[src/rtl/sevenseg_scan_driver.sv]
`default_nettype none
// +----------------------------------------------------------------------------+
// | Module : sevenseg_scan_driver                                              |
// | Desc   : 4-digit common-anode 7-seg scanner with per-slot anode dead time  |
// |          and frame-aligned data updates. Option: SEVENSEG_LZ_BLANK_EN     |
// | Rev    : 1.0                                                               |
// +----------------------------------------------------------------------------+
module sevenseg_scan_driver #(
  parameter int REFRESH_DIV  = 100000,
  parameter int GUARD_CYCLES = 16
) (
  input  logic        clk,
  input  logic        rst,
  input  logic [15:0] data_in,
  input  logic [3:0]  dp_in,
  input  logic [3:0]  digit_en,
  input  logic        load,
  input  logic        blank,
  output logic [3:0]  an,
  output logic [6:0]  seg,
  output logic        dp,
  output logic        frame_sync,
  output logic        busy_pending
);

  localparam int CW = $clog2(REFRESH_DIV);

  typedef enum logic [0:0] {
    ST_GUARD = 1'b0,
    ST_ON    = 1'b1
  } state_t;

  state_t        r_state;
  state_t        w_state_nxt;
  logic [CW-1:0] r_cnt;
  logic [1:0]    r_idx;
  logic          w_tick;
  logic          w_wrap;

  logic [15:0]   r_data_act;
  logic [3:0]    r_dp_act;
  logic [3:0]    r_en_act;
  logic [15:0]   r_data_pend;
  logic [3:0]    r_dp_pend;
  logic [3:0]    r_en_pend;
  logic          r_pend_vld;

  logic [3:0]    r_an;
  logic [6:0]    r_seg;
  logic          r_dp;
  logic          r_frame_sync;

  logic [3:0]    w_lz_keep;
  logic [3:0]    w_nib;
  logic          w_show;
  logic [3:0]    w_an_nxt;
  logic [6:0]    w_seg_nxt;
  logic          w_dp_nxt;

  assign w_tick = (r_cnt == CW'(REFRESH_DIV - 1));
  assign w_wrap = w_tick && (r_idx == 2'd3);

  always_ff @(posedge clk) begin
    if (rst) begin
      r_cnt   <= '0;
      r_idx   <= 2'd0;
      r_state <= ST_GUARD;
    end else begin
      r_state <= w_state_nxt;
      if (w_tick) begin
        r_cnt <= '0;
        r_idx <= r_idx + 2'd1;
      end else begin
        r_cnt <= r_cnt + CW'(1);
      end
    end
  end

  // GUARD occupies slot counts 0..GUARD_CYCLES-1, ON the remainder.
  always_comb begin
    w_state_nxt = r_state;
    if (w_tick) begin
      w_state_nxt = ST_GUARD;
    end else if (r_state == ST_GUARD && r_cnt == CW'(GUARD_CYCLES - 1)) begin
      w_state_nxt = ST_ON;
    end
  end

  // A load coinciding with the frame wrap bypasses the pending register.
  always_ff @(posedge clk) begin
    if (rst) begin
      r_data_act  <= 16'h0000;
      r_dp_act    <= 4'b0000;
      r_en_act    <= 4'b1111;
      r_data_pend <= 16'h0000;
      r_dp_pend   <= 4'b0000;
      r_en_pend   <= 4'b0000;
      r_pend_vld  <= 1'b0;
    end else if (w_wrap && load) begin
      r_data_act <= data_in;
      r_dp_act   <= dp_in;
      r_en_act   <= digit_en;
      r_pend_vld <= 1'b0;
    end else begin
      if (w_wrap && r_pend_vld) begin
        r_data_act <= r_data_pend;
        r_dp_act   <= r_dp_pend;
        r_en_act   <= r_en_pend;
        r_pend_vld <= 1'b0;
      end
      if (load) begin
        r_data_pend <= data_in;
        r_dp_pend   <= dp_in;
        r_en_pend   <= digit_en;
        r_pend_vld  <= 1'b1;
      end
    end
  end

`ifdef SEVENSEG_LZ_BLANK_EN
  assign w_lz_keep = {|r_data_act[15:12], |r_data_act[15:8], |r_data_act[15:4], 1'b1};
`else
  assign w_lz_keep = 4'b1111;
`endif

  assign w_nib  = r_data_act[{r_idx, 2'b00} +: 4];
  assign w_show = r_en_act[r_idx] & w_lz_keep[r_idx];

  always_comb begin
    w_an_nxt = 4'b1111;
    if (r_state == ST_ON && w_show && !blank) begin
      w_an_nxt = ~(4'b0001 << r_idx);
    end
    w_dp_nxt = ~(r_dp_act[r_idx] & w_lz_keep[r_idx]);
    case (w_nib)
      4'h0:    w_seg_nxt = 7'b1000000;
      4'h1:    w_seg_nxt = 7'b1111001;
      4'h2:    w_seg_nxt = 7'b0100100;
      4'h3:    w_seg_nxt = 7'b0110000;
      4'h4:    w_seg_nxt = 7'b0011001;
      4'h5:    w_seg_nxt = 7'b0010010;
      4'h6:    w_seg_nxt = 7'b0000010;
      4'h7:    w_seg_nxt = 7'b1111000;
      4'h8:    w_seg_nxt = 7'b0000000;
      4'h9:    w_seg_nxt = 7'b0010000;
      4'hA:    w_seg_nxt = 7'b0001000;
      4'hB:    w_seg_nxt = 7'b0000011;
      4'hC:    w_seg_nxt = 7'b1000110;
      4'hD:    w_seg_nxt = 7'b0100001;
      4'hE:    w_seg_nxt = 7'b0000110;
      default: w_seg_nxt = 7'b0001110;
    endcase
  end

  always_ff @(posedge clk) begin
    if (rst) begin
      r_an         <= 4'b1111;
      r_seg        <= 7'b1111111;
      r_dp         <= 1'b1;
      r_frame_sync <= 1'b0;
    end else begin
      r_an         <= w_an_nxt;
      r_seg        <= w_seg_nxt;
      r_dp         <= w_dp_nxt;
      r_frame_sync <= w_wrap;
    end
  end

  assign an           = r_an;
  assign seg          = r_seg;
  assign dp           = r_dp;
  assign frame_sync   = r_frame_sync;
  assign busy_pending = r_pend_vld;

endmodule
`default_nettype wire

[config.mk]
export PLATFORM = sky130hd
export DESIGN_NAME = sevenseg_scan_driver
export DESIGN_NICKNAME = d
export VERILOG_FILES = /design/src/rtl/sevenseg_scan_driver.sv
export SDC_FILE = /design/constraint.sdc
export NUM_CORES = 1
export LEC_CHECK = 0
export BUFFER_PORTS_ARGS = -buffer_cell sky130_fd_sc_hd__buf_2
export CAP_MARGIN = 20
export CORE_ASPECT_RATIO = 2
export CORE_MARGIN = 8
export CORE_UTILIZATION = 30
export CTS_BUF_LIST = sky130_fd_sc_hd__clkbuf_16
export DETAILED_ROUTE_END_ITERATION = 12
export GPL_TIMING_DRIVEN = 0
export PLACE_DENSITY_LB_ADDON = 0.1
export SYNTH_ARGS = -nofsm -noshare
export SYNTH_HDL_FRONTEND = slang
export SYNTH_SLANG_ARGS = --single-unit
[constraint.sdc]
create_clock -name clk -period 2.2 [get_ports clk]
set_input_delay 0.22 -clock clk [delete_from_list [all_inputs] [get_ports clk]]
set_output_delay 0.22 -clock clk [all_outputs]
set_load 0.02 [all_outputs]
======== Word level (Yosys, flattened, before mapping) ========
Memories as Yosys holds them, arrays and structs flattened. A register that Yosys moved wholly into a read port is not among the register bits.
Cells that the tools add are included.
word-level totals
  register bits after elaboration ......... 75
  latch bits .............................. 0
  memory bits (writable) .................. 0
  bits in read-only memories .............. 112
  input port bits ......................... 28
  output and inout bits ................... 14
  memories ................................ 1
memories
  name             depth  width  rd ports  clocked after Yosys merged registers in  wr ports  RTL line  RTL
  (no name shown)  16     7      1         1                                        0         135       case (w_nib)
cells by class
  add/subtract/negate cells ............... 2
  $mul .................................... 0
  div/mod/pow operators ................... 0
  $lt $le $gt $ge ......................... 1
  equality and inequality tests ........... 3
  shift-type cells ........................ 2
  multiplexer cells ....................... 14
  bitwise operators ....................... 7
  reduce and logical (&&, ||, !) cells .... 13
operators by type and width
  operator                                                                       count
  16-bit two-way mux                                                             2
  17-bit by 1-bit adder with 17-bit output (second input constant)               1
  17-bit == test (second input constant)                                         1
  17-bit by 4-bit == test with 1-bit output (second input constant)              1
  4-bit two-way mux                                                              4
  16-bit by 5-bit indexed part select with 4-bit output                          1
  1-bit binary-select mux with 2-bit select                                      3
  1-bit logical AND                                                              6
  2-bit OR reduction                                                             3
  1-bit two-way mux                                                              5
  1-bit NOT                                                                      4
  4-bit NOT                                                                      1
  2-bit nonzero test                                                             2
  1-bit by 2-bit << shifter with 4-bit output (first input constant)             1
  2-bit by 3-bit less-than comparator with 1-bit output (second input constant)  1
  2-bit by 1-bit adder with 2-bit output (second input constant)                 1
  1-bit bitwise AND                                                              2
  2-bit == test (second input constant)                                          1
  2-bit AND reduction                                                            1
  1-bit logical NOT                                                              1

======== Logic depth before layout (Yosys ltp) ========
  depth in word-level cells ............... 7
  mapped depth ............................ 8
  mapped depth without buffers ............ 6

======== Least setup slack after synthesis ========
Ideal clock, no wire load.
  path type ............................... flip-flop to flip-flop
  start ................................... reg r_idx[0]
  end ..................................... reg r_seg[1], in the netlist seg[1]
  library setup time ...................... 0.141 ns
  arrival time ............................ 1.768 ns
  required time ........................... 2.059 ns
  path slack .............................. 0.291 ns
  stages on the path, launching flop included .. 7
  clock period less this slack ............ 1.909 ns
  cell sequence ........................... dfxtp_1 -> buf_2 -> mux4_2 -> inv_1 -> ha_1 -> o211ai_1 -> o211ai_1
between the ends
  word-level cells in the longest chain between the ends .. 1
RTL lines
  item                                                   RTL line  RTL
  start, declared                                        36        logic [1:0] r_idx;
  start signal, assigned                                 72        r_idx <= r_idx + 2'd1;
  16-bit by 5-bit indexed part select with 4-bit output  126       assign w_nib = r_data_act[{r_idx, 2'b00} +: 4];
  end, declared                                          49        logic [6:0] r_seg;
Every way passes these cells.
A chain may end at the register's enable or synchronous reset.

======== Final worst setup path ========
Ends and elaborated chain as after synthesis.

==> key figures <==
Outcome
  • Result of the run: finished, final reports clean

Critical path
  • Critical-path top delay cell: mux4_2
  • Required arrival time at the worst endpoint: 2380 ps
  • Largest stage delay on the critical path: 580 ps
  • Sort of element at the start of the critical path: flop
  • Type of element capturing the critical path: flop
  • Cells along the critical path: buf_6, mux4_2, inv_1, ha_1, o211ai_1, o211ai_1
  • Crit path arrival time: 2200 ps
  • Classification of the worst setup path: flop to flop
  • Crit path buffers/inverters: 2
  • Worst Path Max Fanout: 8
  • Crit-path leading delay family: multiplexers
  • Most frequent CP cell: o211ai_1

Detailed routing
  • Via count: 3,079
  • Average routed wire per standard cell: 16.0 um
  • Drt drc: 0
  • Pre-Repair DR Iteration Count: 4
  • Post-DR vias/cell: 5.04
  • Number of design-rule violations left by the first detailed-router iteration: 132
  • Antenna Violating Nets Remaining: 0
  • Total length of routed wires: 9780 um

Power and ir drop
  • Switching power as a share of total power: 0.232
  • Total power: 3.21 mW
  • Worst-case vdd ir drop: 421 uV
  • Clock share of power: 0.448
  • Portion of total power attributed to sequential cells: 0.481
  • Sw Pwr: 0.743 mW
  • Combinational power share: 0.071
  • Leakage power of the design: 1.72 nW
  • Total power divided by cell area: 723 mW/mm2
  • Internal power: 2.46 mW

Clocking
  • H-tree depth: 3
  • TritonCTS clock tree: yes
  • Buffer type at the clock tree root: clkbuf_16
  • Post-cts hold buffer count: 0
  • Worst-skew pair later-pin latency: 340 ps
  • Clock slew at reported path FFs: 60 ps
  • Number of buffers on the longest clock path: 2
  • Number of sinks handled by clock tree synthesis: 82
  • Cts bufs inserted: 9

Global routing
  • Combined global-route utilization of all metal layers: 0.126
  • GR Overflow Total: 0
  • Number of global-route vias before repair: 3,084
  • First-pass GRT wire length: 16,300 um
  • Antenna violations before repair: 0
  • Largest net degree at the start of global routing: 13

Die
  • I/O pin cnt: 42
  • Core ar.: 0.0124 mm2
  • Chip Width: 95.2 um
  • Die footprint: 0.0166 mm2
  • Initial core utilization: 0.304
  • Die Y: 174 um
  • Cell Rows: 58

Place
  • Final GP Congestion: 0.751
  • Placed Instance Area: 0.00415 mm2
  • Port Buf Inserts: 39
  • Number of cells in the design after placement: 596
  • Worst slack, placed: 40.8 ps
  • HPWL reported at the end of detailed placement: 7020 um

Finish
  • # fillers: 1,305
  • Total Nets Final: 496
  • Count of inserted antenna diode cells: 0
  • Area growth syn-to-layout: 17.7%
  • Post-layout utilization of the core: 0.357
  • Filler-free cell count of the finished design: 611
  • Share of post-route cells with drive strength above 1: 0.174
  • Design Area, Final: 0.00443 mm2

Synth
  • Cells after synthesis: 407
  • Post-synth EDFFs: 0
  • Synth cell types: 47
  • Post-synth ARST share: 0
  • Average footprint of a synthesized cell: 9.26 um2
  • Post-synthesis instance area: 0.00377 mm2
  • Primary FF master, synth: dfxtp_1
  • Number of nets in the synthesized netlist: 446
  • Synthesis-stage register bit count: 82
  • Number of synthesis warnings: 0
  • Part of the Yosys area used for sequential elements: 0.436

Timing
  • Final number of hold-violating endpoints: 0
  • Least-Margin Pin Slew: 599 ps
  • Worst rel slew slack: 0.601
  • Number of pins exceeding their max-slew limit in the final report: 0
  • Unrepaired setup endpoints after global routing: false
  • Layout Skew: 8.90 ps
  • Final critical-path required period: 2020 ps
  • Minimum hold slack: 137 ps
  • Period utilisation layout: 0.917
  • Final sum of negative setup slack: 0 ps
  • Minimum setup slack in the final design: 182 ps
  • F_max: 496 MHz
  • Setup Viol. Count Final: 0

Hold path
  • Classification of the worst-slack hold path: input port to flop

Job
  • Number of maximum-capacitance constraint violations: 0
## Yosys cell counts, drive strengths merged (6+ instances only)
library cell  count  area [um2]
dfxtp            82        1640
nand2            69         262
nor2             37         139
mux2i            26         260
a32o             20         200
a21oi            17         100
clkbuf           17        63.8
nand3            16        85.1
buf              14        83.8
a22oi            13        97.6
ha               11         138
xnor2            11        96.3
o21ai             9        48.8
inv               7        26.3
mux4              6         135
nor3              6        35.0
## cell type report
type | count | area (um2) | share of cell area
buffer | 31 | 155 | 0.0350
clock buffer | 9 | 225 | 0.0508
clock inverter | 6 | 50.0 | 0.0113
inverter | 8 | 30.0 | 0.00677
multi-input combinational | 286 | 1950 | 0.439
sequential | 82 | 1640 | 0.370
tap | 150 | 188 | 0.0423
timing repair buffer | 39 | 195 | 0.0440
## cell usage in the layout, fill, tap and decap left out, drive strengths merged, types with 2 or more instances in the layout
cell	synthesis	final
a22oi	13	13
mux4	6	6
o21ai	9	9
mux2i	26	26
nor2	37	37
and3	5	5
inv	7	8
a32o	20	20
nand2	69	69
nor3	6	6
ha	11	11
a21oi	17	17
a221o	4	4
clkbuf	17	26
o211ai	2	2
buf	14	53
nor2b	2	2
clkinv	1	5
nand4	3	3
a31oi	3	3
nor4	5	5
nand3	16	16
nand2b	2	2
dfxtp	82	82
xnor2	11	11
a22o	4	4
or3	5	5
## path summary, 6_finish.rpt
check,endpoint,from,slack (ps),cells past startpoint
setup / recovery,seg[1],r_idx[0],180,6
hold / removal,r_data_pend[11],data_in[11],140,3
setup reg to reg,seg[1],r_idx[0],180,6
hold reg to reg,r_cnt[0],r_cnt[0],450,1
## cell families after synthesis
group / after synthesis / synth area share
DFF: 82 / 0.436
AOI/OAI and AO/OA: 76 / 0.156
buffers and inverters: 39 / 0.0472
xor gates and xnor gates: 12 / 0.0279
muxes: 32 / 0.105
and+or+nand+nor: 155 / 0.192
adders and majority gates: 11 / 0.0365
## routing by layer
metal,GRT usage,wire length [um]
met1,0.168,4790
met3,0.0372,480
met5,0,0
met4,0.0433,117
met2,0.184,4400
## flip-flops by register name (all words and copies together), names as in the netlist
| name | flops |
|---|---|
| r_cnt | 17 |
| r_data_act | 16 |
| r_data_pend | 16 |
| seg | 7 |
| an | 4 |
| r_dp_act | 4 |
| r_dp_pend | 4 |
| r_en_act | 4 |
| r_en_pend | 4 |
| r_idx | 2 |
| busy_pending | 1 |
| dp | 1 |
| frame_sync | 1 |
| r_state | 1 |
## worst reg2reg max path, cell delays in order, from the launching register on
cell	delay [ps]
dfxtp_1	380
buf_6	180
mux4_2	580
inv_1	160
ha_1	270
o211ai_1	180
o211ai_1	120
## power groups by stage
| stage | combinational, mW | clock [mW] | sequential (mW) |
|---|---|---|---|
| 4_1_cts | 0.231 | 1.49 | 1.54 |
| 3_5_place_dp | 0.230 | 0 | 1.58 |
| 6_report | 0.227 | 1.44 | 1.54 |
| 3_3_place_gp | 0.230 | 0 | 1.58 |
| 5_1_grt | 0.253 | 1.54 | 1.55 |
| 2_1_floorplan | 0.135 | 0 | 1.58 |
## repair_timing
action                                 4_1_cts  5_1_grt
setup endpoints to repair                    0        3
gates resized for setup                      0        5
endpoints found under the hold margin        0        0
buffers inserted                             0        0
Power figures use the tool's default switching activity.
